===== src/rtl/shift_register_loader_if.sv =====
// shift_register_loader_if: operand/result bus between the loader and its driver.
// Carries misr only when SHIFT_REGISTER_LOADER_MISR_EN is defined.
interface shift_register_loader_if #(
    parameter int NUM_SRC   = 20,
    parameter int SRC_WIDTH = 20,
    parameter int DST_WIDTH = 26
`ifdef SHIFT_REGISTER_LOADER_MISR_EN
    , parameter int MISR_WIDTH = 32
`endif
);
    logic                           clear;
    logic                           shift_en;
    logic [NUM_SRC-1:0]             src_;
    logic [NUM_SRC*SRC_WIDTH-1:0]   src;
    logic                           src_valid;
    logic [DST_WIDTH-1:0]           dst_in;
    logic [DST_WIDTH-1:0]           dst_out;
    logic                           dst_valid;
`ifdef SHIFT_REGISTER_LOADER_MISR_EN
    logic [MISR_WIDTH-1:0]          misr;
`endif
    modport master (
        output clear, shift_en, src_, dst_in,
        input  src, src_valid, dst_out, dst_valid
`ifdef SHIFT_REGISTER_LOADER_MISR_EN
        , input misr
`endif
    );
    modport slave (
        input  clear, shift_en, src_, dst_in,
        output src, src_valid, dst_out, dst_valid
`ifdef SHIFT_REGISTER_LOADER_MISR_EN
        , output misr
`endif
    );
endinterface


===== src/rtl/shift_register_loader.sv =====
// shift_register_loader: serial operand loader with fill tracking and registered result capture.
// Optional result signature register enabled by SHIFT_REGISTER_LOADER_MISR_EN.
module shift_register_loader #(
    parameter int NUM_SRC   = 20,
    parameter int SRC_WIDTH = 20,
    parameter int DST_WIDTH = 26
`ifdef SHIFT_REGISTER_LOADER_MISR_EN
    , parameter int MISR_WIDTH = 32
`endif
) (
    input logic clk,
    input logic rst,
    shift_register_loader_if.slave bus
);
    localparam int cnt_w = $clog2(SRC_WIDTH + 1);
    logic [NUM_SRC*SRC_WIDTH-1:0] ops;
    logic [NUM_SRC*SRC_WIDTH-1:0] ops_nxt;
    logic [cnt_w-1:0]             cnt;
    logic                         vld;
    logic [DST_WIDTH-1:0]         dst_q;
    logic                         dv;
    for (genvar i = 0; i < NUM_SRC; i++) begin : g_ch
        assign ops_nxt[i*SRC_WIDTH +: SRC_WIDTH] = {ops[i*SRC_WIDTH +: SRC_WIDTH-1], bus.src_[i]};
    end
    always_ff @(posedge clk or posedge rst) begin
        if (rst) begin
            ops   <= '0;
            cnt   <= '0;
            vld   <= 1'b0;
            dst_q <= '0;
            dv    <= 1'b0;
        end else if (bus.clear) begin
            ops   <= '0;
            cnt   <= '0;
            vld   <= 1'b0;
            dst_q <= '0;
            dv    <= 1'b0;
        end else begin
            dst_q <= bus.dst_in;
            dv    <= vld;
            if (bus.shift_en) begin
                ops <= ops_nxt;
                cnt <= (cnt == cnt_w'(SRC_WIDTH)) ? cnt : cnt + 1'b1;
                // valid stays set once reached: the window keeps sliding
                vld <= vld | (cnt >= cnt_w'(SRC_WIDTH - 1));
            end
        end
    end
    assign bus.src       = ops;
    assign bus.src_valid = vld;
    assign bus.dst_out   = dst_q;
    assign bus.dst_valid = dv;
`ifdef SHIFT_REGISTER_LOADER_MISR_EN
    localparam logic [MISR_WIDTH-1:0] poly = MISR_WIDTH'(32'h00400007);
    logic [MISR_WIDTH-1:0] sig;
    always_ff @(posedge clk or posedge rst) begin
        if (rst)
            sig <= '0;
        else if (bus.clear)
            sig <= '0;
        else if (vld)
            sig <= {sig[MISR_WIDTH-2:0], 1'b0} ^ (sig[MISR_WIDTH-1] ? poly : '0) ^ MISR_WIDTH'(bus.dst_in);
    end
    assign bus.misr = sig;
`endif
endmodule


===== src/flat_wrapper.sv =====
// flat-port wrapper written by rule: the top's interface ports become plain ports
module shift_register_loader_flat 
#(
    parameter int NUM_SRC   = 20,
    parameter int SRC_WIDTH = 20,
    parameter int DST_WIDTH = 26

)
  (clk, rst, bus_clear, bus_shift_en, bus_src_, bus_dst_in, bus_src, bus_src_valid, bus_dst_out, bus_dst_valid);
  shift_register_loader_if #(.NUM_SRC(NUM_SRC), .SRC_WIDTH(SRC_WIDTH), .DST_WIDTH(DST_WIDTH)) bus_i ();
  input logic clk;
  input logic rst;
  input wire logic [$bits(bus_i.clear)-1:0] bus_clear;
  input wire logic [$bits(bus_i.shift_en)-1:0] bus_shift_en;
  input wire logic [$bits(bus_i.src_)-1:0] bus_src_;
  input wire logic [$bits(bus_i.dst_in)-1:0] bus_dst_in;
  output wire logic [$bits(bus_i.src)-1:0] bus_src;
  output wire logic [$bits(bus_i.src_valid)-1:0] bus_src_valid;
  output wire logic [$bits(bus_i.dst_out)-1:0] bus_dst_out;
  output wire logic [$bits(bus_i.dst_valid)-1:0] bus_dst_valid;
  assign bus_i.clear = bus_clear;
  assign bus_i.shift_en = bus_shift_en;
  assign bus_i.src_ = bus_src_;
  assign bus_i.dst_in = bus_dst_in;
  assign bus_src = bus_i.src;
  assign bus_src_valid = bus_i.src_valid;
  assign bus_dst_out = bus_i.dst_out;
  assign bus_dst_valid = bus_i.dst_valid;
  shift_register_loader #(.NUM_SRC(NUM_SRC), .SRC_WIDTH(SRC_WIDTH), .DST_WIDTH(DST_WIDTH)) u_core (.clk(clk), .rst(rst), .bus(bus_i));
endmodule

===== config.mk =====
export PLATFORM = sky130hd
export DESIGN_NAME = shift_register_loader_flat
export DESIGN_NICKNAME = d
export VERILOG_FILES = /design/src/rtl/shift_register_loader_if.sv /design/src/rtl/shift_register_loader.sv /design/src/flat_wrapper.sv
export SDC_FILE = /design/constraint.sdc
export NUM_CORES = 1
export LEC_CHECK = 0
export CORE_MARGIN = 2
export CORE_UTILIZATION = 52
export CTS_BUF_LIST = sky130_fd_sc_hd__clkbuf_16
export DETAILED_ROUTE_END_ITERATION = 7
export PLACE_DENSITY = 0.85
export SLEW_MARGIN = 20
export SYNTH_ARGS = -nofsm -noshare
export SYNTH_HDL_FRONTEND = slang
export SYNTH_SLANG_ARGS = --single-unit
export TNS_END_PERCENT = 5

===== constraint.sdc =====
create_clock -name clk -period 35.7 [get_ports clk]
set_clock_uncertainty 0.15 [all_clocks]
set_input_delay 8.925 -clock clk [delete_from_list [all_inputs] [get_ports clk]]
set_output_delay 8.925 -clock clk [all_outputs]
set_load 0.05 [all_outputs]

# == Word level (Yosys, flattened, before mapping) ==
# Index checks and enable logic that the tools add are counted.
# op_classes
add_sub_neg,1
order_cmp,1
eq_ne,2
muxes,9
bitwise_logic,1
n_reduce_logical,2
# op_table
cell,count
400-bit 2-to-1 mux,2
26-bit 2-to-1 mux,1
5-bit 2-to-1 mux,3
5-bit by 1-bit adder with 5-bit output (second input constant),1
5-bit == test (second input constant),1
5-bit >= comparator (second input constant),1
1-bit 2-to-1 mux,3
2-bit inequality test (second input constant),1
2-bit AND reduction,1
2-bit nonzero test,1
1-bit OR,1
# word_totals
regBits,433
input_bits,50
out_inout_bits,428
wordCells,21

# == Logic depth before layout (Yosys ltp) ==
# depth
ltp_word,4
ltp_mapped,5
depth_no_buf,5

# == Worst setup path after synthesis ==
# No wires, ideal clock.
# synth_path
kind,input port to flip-flop
from,input port bus_shift_en
to,register u_core.ops[101] (netlist: u_core.bus.src[101])
setup_ns,0.132
arrival_time_ns,9.622
required_time_ns,35.418
setup_slack_ns,25.796
cell_stages,5
n_path_buf,3
path_cell_list,buf_4 buf_6 buf_6 mux2i_1 nor2_1
# synth_between
elab_chain_cells,1
# synth_lines
item,line,source
from (decl),flat_wrapper.sv:14,input wire logic [$bits(bus_i.shift_en)-1:0] bus_shift_en;
2-bit nonzero test (no source line),--,
to (signal assigned),shift_register_loader.sv:42,ops <= ops_nxt;
to (decl),shift_register_loader.sv:16,logic [NUM_SRC*SRC_WIDTH-1:0] ops;
# Every way passes these cells.
# A chain may end at the register's enable or synchronous reset.

# == Final worst setup path ==
# layout_path
from,input port bus_shift_en
to,register u_core.ops[344] (netlist: u_core.bus.src[344])
# Same word-level chain as after synthesis.

==> results <==
- The share of the Yosys chip area taken by registers is a little over 60%.
- The most common cell in the synthesized netlist is dfrtp_1.
- After routing, the total negative slack on setup checks comes to 0 ns.
- The register bit total from synthesis is about 430.
- The initial antenna violation count is 0.
- The die area is ~35000 um^2.
- The total clock sinks is ~430.
- The run finished with clean final reports.
- The number of pins with negative max-slew slack in the final report is 0.
- The final count of negative-setup-slack endpoints is 0.
- For the pin with the worst max-slew slack, the measured transition is ~1.1 ns.
- Global routing consumed, on the met1 layer, between 30% and 40% of the routing resources.
- The Yosys step of the flow raised 0 warnings.
- The startpoint of the worst register-to-register path is u_core.cnt[1]$_DFFE_PP0P_.
- The worst-case IR drop observed on VDD is a little under 40 uV.
- For this run, global-route usage on met3 was measured as 8.41%.
- The number of nets in the synthesized netlist is 1432.
- The TritonCTS clock tree is yes.
- The master cell of the clock root buffer is clkbuf_16.
- The type of element capturing the critical path is a register.
- Of all nets on the critical path, the largest fanout is approximately 110.
- STA puts the critical path data required time at around 36 ns.
- The post-synthesis cell type with the largest combined area is dfrtp_1.
- The area added between synthesis and finish is 35.6%.
- The timing-limited maximum frequency is roughly 80 MHz.
- Among all flip-flop cells after synthesis, the most frequent one is dfrtp_1.
- The largest net degree at the start of global routing is 137.
- In this run the core area contains 66 standard-cell rows.
- The total number of nets in the final design is 1874.
- The number of hold-slack violations in the final timing report is 0.
- Buffers added to address setup during post-CTS repair amount to 0.
- A synthesized cell averages about 13 um^2.
- The chip height is approximately 190 um.
- The synthesized instance count is ~1400.
- Global routing finished with a remaining overflow of 0.
- The clock-pin transition on the worst setup and hold timing paths is around 0.060 ns.
- The final routed wire length divided by cell count is 19.3 um.
- For this run, asynchronously set or reset flops after synthesis account for 100%.
- In this run the cell area of the synthesized design comes to roughly 17000 um^2.
- The tightest min-delay check is of the reg -> reg type.
- The number of buffers between clock root and the deepest sink is 3.
- The initial detailed-routing violation count is roughly 750.
- By count the netlist is led by 433 x dfrtp_1, 405 x nor2_1, 401 x mux2i_1.
- The number of synthesized flops with an enable pin is 0.
- The first global-routing pass estimated 70.5 mm of wire.
- The type of element launching the critical path is an input pin.
- The critical path launch point is bus_shift_en.
- The HPWL after detailed placement is 29.7 mm.
- The worst path uses 34.3% of the clock period.
- The number of max-capacitance violations reported is 0.
- The aggregate routed wire length is roughly 44 mm.
- The number of global-route vias before repair came to ~12000.
- The count of buffers added on input and output ports is ~480.
- 0 antenna diodes ended up in the layout.
- The boundary pin count is 478.
- The number of different library cells used by synthesis comes to 23.
- Hold repair after CTS inserted 0 buffers.
- The headroom to the max-slew limit is between 20 and 30%.
- The via density per instance is about 5.3.
- The overall die width is between 150 and 200 um.
- The number of detailed-routing iterations run before antenna repair is 5.
- Setup repair after global routing left no endpoint under its margin.
- The CTS H-tree depth is 2.
- The remaining routing DRC violations is 0.
- The core region is roughly 33000 um^2.
- The count of instances resized after the clock tree is built is 0.
- The standby leakage power is 11.5 nW.
- Once the floorplan was initialized, standard cells occupied between 50 and 60% of the core.
- The clock reaches the later pin of the worst-skew pair after ~0.52 ns.
- The final critical path time including I/O delays and setup is approximately 12 ns.
- The routability congestion estimate is ~0.84.
- The startpoint identified for the worst hold timing path is u_core.bus.src[279]$_DFFE_PP0P_.
- The overall power after layout is ~1.0 mW.
- In the final layout, the share of cells above drive strength 1 is under 10%.
- The total vias in the final route is ~12000.
- The antenna violation net count after detailed routing is 0.
- The worst setup slack for register-to-register paths is between 30 and 40 ns.
- In the global route stage, met2 resource usage came out at 42.6%.
- Global routing used between 20% and 30% of the available tracks across all layers.
- The number of clock buffers inserted by TritonCTS is 44.
- The arrival time at the worst endpoint is around 12 ns.
- By area the synthesized netlist is led by dfrtp_1 62%, mux2i_1 23%, nor2_1 8.7%.
- The total power divided by cell area is between 40 and 50 nW/um^2.
- In this run the most used layer during global routing was met2.
- After synthesis, the largest area contributor takes up 62.3% of total cell area.
- The path type of the worst setup path is in -> reg.
-- sequential cells by signal, indices dropped and copies added, names as in the netlist --
signal	count
u_core.bus.src	400
u_core.bus.dst_out	26
u_core.cnt	5
u_core.bus.dst_valid	1
u_core.bus.src_valid	1
-- power by group --
group | switching (mW) | internal (mW) | leakage, nW
clock | 0.188 | 0.279 | 0.731
combinational | 0.0483 | 0.0251 | 4.77
sequential | 0.00350 | 0.495 | 6.00
total | 0.240 | 0.799 | 11.5
-- final cells by class --
class	instances	area, um^2
clock inverters	34	340
inverters	3	18.8
fillers	2202	9100
multi-input cells	851	5840
flip-flops and latches	433	10800
clock buffers	45	1130
repair buffers	489	4880
well taps	442	553
-- placed cells by master (no fill, tap or decap), types with 2 or more instances in the layout --
master,Yosys,routed
inv_6,0,2
mux2i_1,401,401
clkbuf_16,0,45
buf_4,5,10
dfrtp_1,433,433
bufinv_16,0,7
nand2b_1,2,2
buf_6,40,2
nand4_1,2,2
inv_1,3,9
clkdlybuf4s50_1,0,475
a21oi_1,2,2
ha_1,2,2
clkinvlp_4,0,3
clkinv_1,0,12
nor2b_1,27,27
nor2_1,405,405
buf_8,0,2
clkinv_2,0,2
-- critical path, stage by stage --
cell     delay [ns]
buf_8          0.71
buf_6          0.73
buf_4          0.70
buf_4          0.88
mux2i_1        0.34
nor2_1         0.08
-- per-stage QoR --
stage / util [%] / instance area [um^2] / std cells / setup slack [ns] / hold WS, ns
after floorplan: - / 17400 / 1380 / 14.57 / 0.370
after global placement: 67.7 / 22100 / 2218 / 22.72 / 0.352
after detailed placement: 67.7 / 22100 / 2218 / 22.65 / 0.360
after CTS: 72.1 / 23600 / 2297 / 23.14 / 0.378
after global routing: 72.2 / 23600 / 2297 / 23.25 / 0.408
final: 72.2 / 23600 / 2297 / 23.44 / 0.372
-- cell families (layout without fill, tap and decap cells) --
logic type,count (synthesis),after routing,synth area share [%]
xor+xnor,1,1,0.0504
fa+ha+maj,2,2,0.144
compound gates,5,5,0.223
simple gates,441,441,10.0
buf+inv,96,571,4.15
flops,433,433,62.3
mux,402,402,23.1
-- routing by layer --
| metal | wire, um | share of wire, % | up-vias |
|---|---|---|---|
| met1 | 17100 | 38 | 6074 |
| met3 | 3870 | 8.7 | 87 |
| met5 | 0 | 0 | - |
| met2 | 22100 | 50 | 456 |
| li1 | - | - | 5446 |
| met4 | 1420 | 3.2 | 0 |
-- path summary, 6_finish.rpt --
path / endpoint / cells after the start
worst min register to register: u_core.bus.src[279]$_DFFE_PP0P_ / 2
worst max register to register: u_core.cnt[0]$_DFFE_PP0P_ / 5
worst max-delay path: u_core.bus.src[344]$_DFFE_PP0P_ / 6
min in group asynchronous: u_core.bus.src[361]$_DFFE_PP0P_ / 2
max in group asynchronous: u_core.bus.src[101]$_DFFE_PP0P_ / 4
worst min-delay path: u_core.bus.src[279]$_DFFE_PP0P_ / 2
Power figures use the tool's default switching activity.
==> patch 1 (same settings) <==
Compare `cnt` against `cnt_w'(SRC_WIDTH)` with >= in place of ==.
--- a/src/rtl/shift_register_loader.sv
+++ b/src/rtl/shift_register_loader.sv
@@ -40,7 +40,7 @@
             dv    <= vld;
             if (bus.shift_en) begin
                 ops <= ops_nxt;
-                cnt <= (cnt == cnt_w'(SRC_WIDTH)) ? cnt : cnt + 1'b1;
+                cnt <= (cnt >= cnt_w'(SRC_WIDTH)) ? cnt : cnt + 1'b1;
                 // valid stays set once reached: the window keeps sliding
                 vld <= vld | (cnt >= cnt_w'(SRC_WIDTH - 1));
             end
Check against the original RTL: no difference found for any inputs over 4 cycles, from zero or initial values and one cycle with rst high; that may be too few to reach the edited logic, so the function may still have changed.
==> patch 1 against the original RTL <==
Critical endpoint is now u_core.bus.src[86]$_DFFE_PP0P_; die area decreased by 0.84%; sequential cell count unchanged; area after synthesis decreased by 0.86%; setup slack improved by 0.46 ns; design area decreased by 0.58%; wire length decreased by 3.7%; via count decreased by 1.2%; combinational power decreased by 0.5%; total power decreased by 3.4%.
==> patch 1: results (changes against the original RTL) <==
INFO  metric postPlaceCellArea = 22100 um^2 (about the same)
INFO  metric drt-initial-drc-count = 626 (-16%)
INFO  metric synth_seq_area_share = 62.8% (+0.54 points)
INFO  metric layoutNonFillerInstCount = 2294 (-0.13%)
INFO  metric first_pass_iters = 5 (unchanged)
INFO  metric groute.layer.met1.usage = 30.1% (-0.41 points)
INFO  metric met2_wl = 20.5 mm (-7.3%)
INFO  metric clk_share = 5.73% (-0.48 points)
INFO  metric mappedNetlistNets = 1433 (+0.070%)
INFO  metric nonclk_inv_count = 3 (unchanged)
INFO  metric detailroute.via_count = 11921 (-1.2%)
INFO  metric filler_cell_count = 2228 (+1.2%)
INFO  metric share_of_post_route_cells_with_drive_strength_above_1 = 3.78% (-0.37 points)
INFO  metric worst_r2r_path_depth = 4 (-1)
INFO  metric numPlacedInstances = 2215 (-0.14%)
INFO  metric met3_wirelength = 4.01 mm (+3.8%)
INFO  metric place_hpwl = 28.0 mm (-5.6%)
INFO  metric met2_usage = 39.1% (-3.5 points)
INFO  metric grt_max_degree = 164 (+20%)
INFO  metric num-nets-final = 1871 (-0.16%)
INFO  metric seq-cell-share = 46.2% (+0.27 points)
INFO  metric avgSynthCellArea = 12.5 um^2 (-0.93%)
INFO  metric synthTopCellsByArea = sky130_fd_sc_hd__dfrtp_1 63%, sky130_fd_sc_hd__mux2i_1 23%, sky130_fd_sc_hd__nor2_1 8.8%
INFO  metric critPathMaxFanout = 119 (+9.2%)
INFO  metric p_leak = 11.5 nW (-0.43%)
INFO  metric globalRouteTotalUtil = 24.3% (-0.82 points)
INFO  metric run_status = finished, final reports clean
INFO  metric yosysUniqueCellTypes = 25 (+8.7%)
INFO  metric clk_transition_reported_paths = 0.06 ns (about the same)
INFO  metric slew-limit-headroom = 25.7% (-2.7 points)
INFO  metric flow.area_growth_from_synthesis = 36.0%
INFO  metric num-nonclk-buffers = 486 (-0.61%)
INFO  metric grt_first_pass_wirelength = 66.2 mm (-6.2%)
INFO  metric global_routing_usage_on_met3 = 8.72% (+0.32 points)
INFO  metric top_signal_layer_used = met5
INFO  metric crit_path_max_incr_delay = 0.98 ns (+0.10 ns)
INFO  metric largest_vdd_supply_drop = 0.0351 mV (-10%)
INFO  metric multi_input_area = 5830 um^2 (-0.24%)
INFO  metric avgRoutedWirePerCell = 18.7 um (-3.6%)
INFO  metric required_time_at_the_endpoint_of_the_critical_path = 35.93 ns (+0.02 ns)
INFO  metric drt-met1-wl = 16.5 mm (-3.4%)
INFO  metric num-clock-buffers = 45 (unchanged)
INFO  metric buffer_area_share = 20.8% (+0.11 points)
INFO  metric slowest_stage = sky130_fd_sc_hd__buf_4
INFO  metric most_instantiated_cells_after_synthesis = 433 x sky130_fd_sc_hd__dfrtp_1, 404 x sky130_fd_sc_hd__nor2_1, 400 x sky130_fd_sc_hd__mux2i_1
INFO  metric h-tree-depth = 2 (unchanged)
INFO  metric gpl.final_weighted_congestion = 0.798 (-4.8%)
INFO  metric n_sequential_cell = 433 (unchanged)
INFO  metric placement.setup.worst_slack = 23.14 ns (+0.489 ns)
INFO  metric grt_antenna_before_repair = 1 (+1)
## patch 1: cell types whose count changed in the layout (fill, tap and decap cells not counted), moves of 2 or more
cell / change
sky130_fd_sc_hd__clkinv_2: +8
sky130_fd_sc_hd__o21ai_0: +3
sky130_fd_sc_hd__bufinv_16: -4
sky130_fd_sc_hd__buf_12: +2
sky130_fd_sc_hd__buf_4: -4
sky130_fd_sc_hd__inv_6: -2
sky130_fd_sc_hd__clkinvlp_4: -3
sky130_fd_sc_hd__inv_1: +3
## patch 1: report_power, final
group          leakage (nW)  internal (mW)  switching (mW)
Combinational          4.74         0.0252          0.0479
Sequential             6.00          0.495         0.00351
Clock                 0.707          0.249           0.183
Total                  11.5          0.769           0.234
## patch 1: final timing paths
kind | from | to | slack, ns
setup / recovery | bus_shift_en | u_core.bus.src[86]$_DFFE_PP0P_ | 23.90
hold / removal | u_core.bus.src[259]$_DFFE_PP0P_ | u_core.bus.src[259]$_DFFE_PP0P_ | 0.37
setup reg to reg | u_core.cnt[0]$_DFFE_PP0P_ | u_core.bus.src_valid$_DFFE_PP0P_ | 34.19
hold reg to reg | u_core.bus.src[259]$_DFFE_PP0P_ | u_core.bus.src[259]$_DFFE_PP0P_ | 0.37
max in group asynchronous | rst | u_core.bus.src[37]$_DFFE_PP0P_ | 24.35
min in group asynchronous | rst | u_core.bus.dst_out[22]$_DFF_PP0_ | 8.86
## patch 1: critical path: cells and delay by family
family	cells	cell delay, ns
buffers and inverters	3	2.49
muxes	1	0.31
and+or+nand+nor	1	0.06
## patch 1: logic make-up after synthesis
| logic type | synth area share, % |
|---|---|
| flops | 62.8 |
| buf+inv | 3.40 |
| fa+ha+maj | 0.145 |
| simple gates | 10.1 |
| mux | 23.2 |
| compound gates | 0.348 |
==> patch 2 (config.mk and constraints unchanged) <==
Without the edit above. `SRC_WIDTH` is set to 20 in 3 places; all go to 22.
--- a/src/rtl/shift_register_loader_if.sv
+++ b/src/rtl/shift_register_loader_if.sv
@@ -2,7 +2,7 @@
 // Carries misr only when SHIFT_REGISTER_LOADER_MISR_EN is defined.
 interface shift_register_loader_if #(
     parameter int NUM_SRC   = 20,
-    parameter int SRC_WIDTH = 20,
+    parameter int SRC_WIDTH = 22,
     parameter int DST_WIDTH = 26
 `ifdef SHIFT_REGISTER_LOADER_MISR_EN
     , parameter int MISR_WIDTH = 32
--- a/src/rtl/shift_register_loader.sv
+++ b/src/rtl/shift_register_loader.sv
@@ -2,7 +2,7 @@
 // Optional result signature register enabled by SHIFT_REGISTER_LOADER_MISR_EN.
 module shift_register_loader #(
     parameter int NUM_SRC   = 20,
-    parameter int SRC_WIDTH = 20,
+    parameter int SRC_WIDTH = 22,
     parameter int DST_WIDTH = 26
 `ifdef SHIFT_REGISTER_LOADER_MISR_EN
     , parameter int MISR_WIDTH = 32
--- a/src/flat_wrapper.sv
+++ b/src/flat_wrapper.sv
@@ -2,7 +2,7 @@
 module shift_register_loader_flat 
 #(
     parameter int NUM_SRC   = 20,
-    parameter int SRC_WIDTH = 20,
+    parameter int SRC_WIDTH = 22,
     parameter int DST_WIDTH = 26
 
 )
Ports: changed (resized bus_src); port bits go from 478 to 518. No check against the original RTL was run, so the function may have changed too.
==> patch 2 against the original RTL <==
Register-to-register slack got worse by 0.09 ns; setup slack better by 0.68 ns; wire length grew 9.4%; non-clock buffer count up 37; area after synthesis is 8.1% higher; first-iteration DRC count shrank 2.1%; design area up 9.1%; worst hold slack better by 0.0092 ns; final cell count increased by 8.2%; total power up 8.9%; fmax up 5.9%; synthesized cell count up 9.6%; utilization is 0.19 points higher; sequential cell count increased by 40; largest cell class unchanged; largest power group unchanged.
==> patch 2: results (changes against the original RTL) <==
INFO  metric gpl.final_weighted_congestion = 0.833 (-0.68%)
INFO  metric post_synth_mux_area_share = 23.5% (+0.40 points)
INFO  metric power_frac_clock = 45.1% (about the same)
INFO  metric globalRouteTotalUtil = 25.7% (+0.51 points)
INFO  metric avgSynthCellArea = 12.4 um^2 (-1.3%)
INFO  metric post_drt_via_cell_ratio = 5.22 (-0.62%)
INFO  metric critPathMaxFanout = 108 (-0.92%)
INFO  metric place_hpwl = 32.3 mm (+8.7%)
INFO  metric max_ffs_per_register = 440 (+10%)
INFO  metric placement.setup.worst_slack = 23.27 ns (+0.615 ns)
INFO  metric cts-buffers-inserted = 49 (+11%)
INFO  metric clock_power = 510 uW (+9.2%)
INFO  metric run_status = finished, final reports clean
INFO  metric synth_seq_area_share = 62.9% (+0.66 points)
INFO  metric ff_latch_area = 11800 um^2 (+9.2%)
INFO  metric numPlacedInstances = 2396 (+8.0%)
INFO  metric most_instantiated_cells_after_synthesis = 473 x sky130_fd_sc_hd__dfrtp_1, 446 x sky130_fd_sc_hd__nor2_1, 440 x sky130_fd_sc_hd__mux2i_1
INFO  metric num-nets-final = 2039 (+8.8%)
INFO  metric number_of_global_route_vias_before_repair = 13319 (+7.6%)
INFO  metric layoutNonFillerInstCount = 2486 (+8.2%)
INFO  metric drt-initial-drc-count = 733 (-2.1%)
INFO  metric combPwrFrac = 6.9% (-0.2 points)
INFO  metric timing.critical_path.arrival = 11.85 ns (-0.62 ns)
INFO  metric place.port_buffers = 517 (+8.4%)
INFO  metric clock_latency = 0.58 ns (+0.06 ns)
INFO  metric avgRoutedWirePerCell = 19.6 um (+1.1%)
INFO  metric grt_first_pass_wirelength = 76.7 mm (+8.8%)
INFO  metric p_leak = 12.6 nW (+9.3%)
INFO  metric mappedNetlistNets = 1565 (+9.3%)
INFO  metric synth_xor_xnor_area_share = 0.0466% (-0.0038 points)
INFO  metric synthTopCellsByArea = sky130_fd_sc_hd__dfrtp_1 63%, sky130_fd_sc_hd__mux2i_1 23%, sky130_fd_sc_hd__nor2_1 8.9%
INFO  metric first_pass_iters = 4 (-1)
INFO  metric yosysUniqueCellTypes = 20 (-13%)
INFO  metric p_switching = 264 uW (+9.9%)
INFO  metric synth_compound_area_share = 0.166% (-0.057 points)
INFO  metric largest_vdd_supply_drop = 0.0377 mV (-3.9%)
==> patch 2: layer usage <==
metal | routed length, um | GRT usage [%]
met5 | 0 | 0
met4 | 1830 | 10.7
met3 | 4160 | 8.45
met2 | 23900 | 42.9
met1 | 18700 | 30.5
==> patch 2: cell families (layout without fill, tap and decap cells) <==
| kind of cell | after synthesis | count (layout) |
|---|---|---|
| xor gates and xnor gates | 1 | 1 |
| muxes | 442 | 442 |
| and+or+nand+nor | 482 | 482 |
| adders and majority gates | 3 | 3 |
| buffers and inverters | 106 | 619 |
| DFF | 473 | 473 |
| AOI/OAI and AO/OA | 5 | 5 |
==> patch 2: cell type report <==
type	instances	share of cell area, %
clock inverters	39	1.27
clock buffers	51	4.96
well taps	461	2.24
flip-flops and latches	473	46.0
inverters	3	0.0729
multi-input cells	933	24.9
repair buffers	526	20.6
==> patch 2: worst max-delay path, delay by kind of cell <==
| family | cells | cell delay (ns) |
|---|---|---|
| buf+inv | 3 | 2.41 |
| simple gates | 1 | 0.07 |
| mux | 1 | 0.31 |
==> patch 2: path summary, 6_finish.rpt <==
path                                                      start                                to  slack (ns)  cells past startpoint
worst max-delay path                               bus_shift_en   u_core.bus.src[351]$_DFFE_PP0P_       24.13                      5
worst min-delay path            u_core.bus.src[131]$_DFFE_PP0P_   u_core.bus.src[131]$_DFFE_PP0P_        0.38                      2
worst max register to register        u_core.cnt[0]$_DFFE_PP0P_         u_core.cnt[1]$_DFFE_PP0P_       33.92                      5
worst min register to register  u_core.bus.src[131]$_DFFE_PP0P_   u_core.bus.src[131]$_DFFE_PP0P_        0.38                      2
max in group asynchronous                                   rst   u_core.bus.src[271]$_DFFE_PP0P_       25.16                      3
min in group asynchronous                                   rst  u_core.bus.dst_out[14]$_DFF_PP0_        8.83                      2
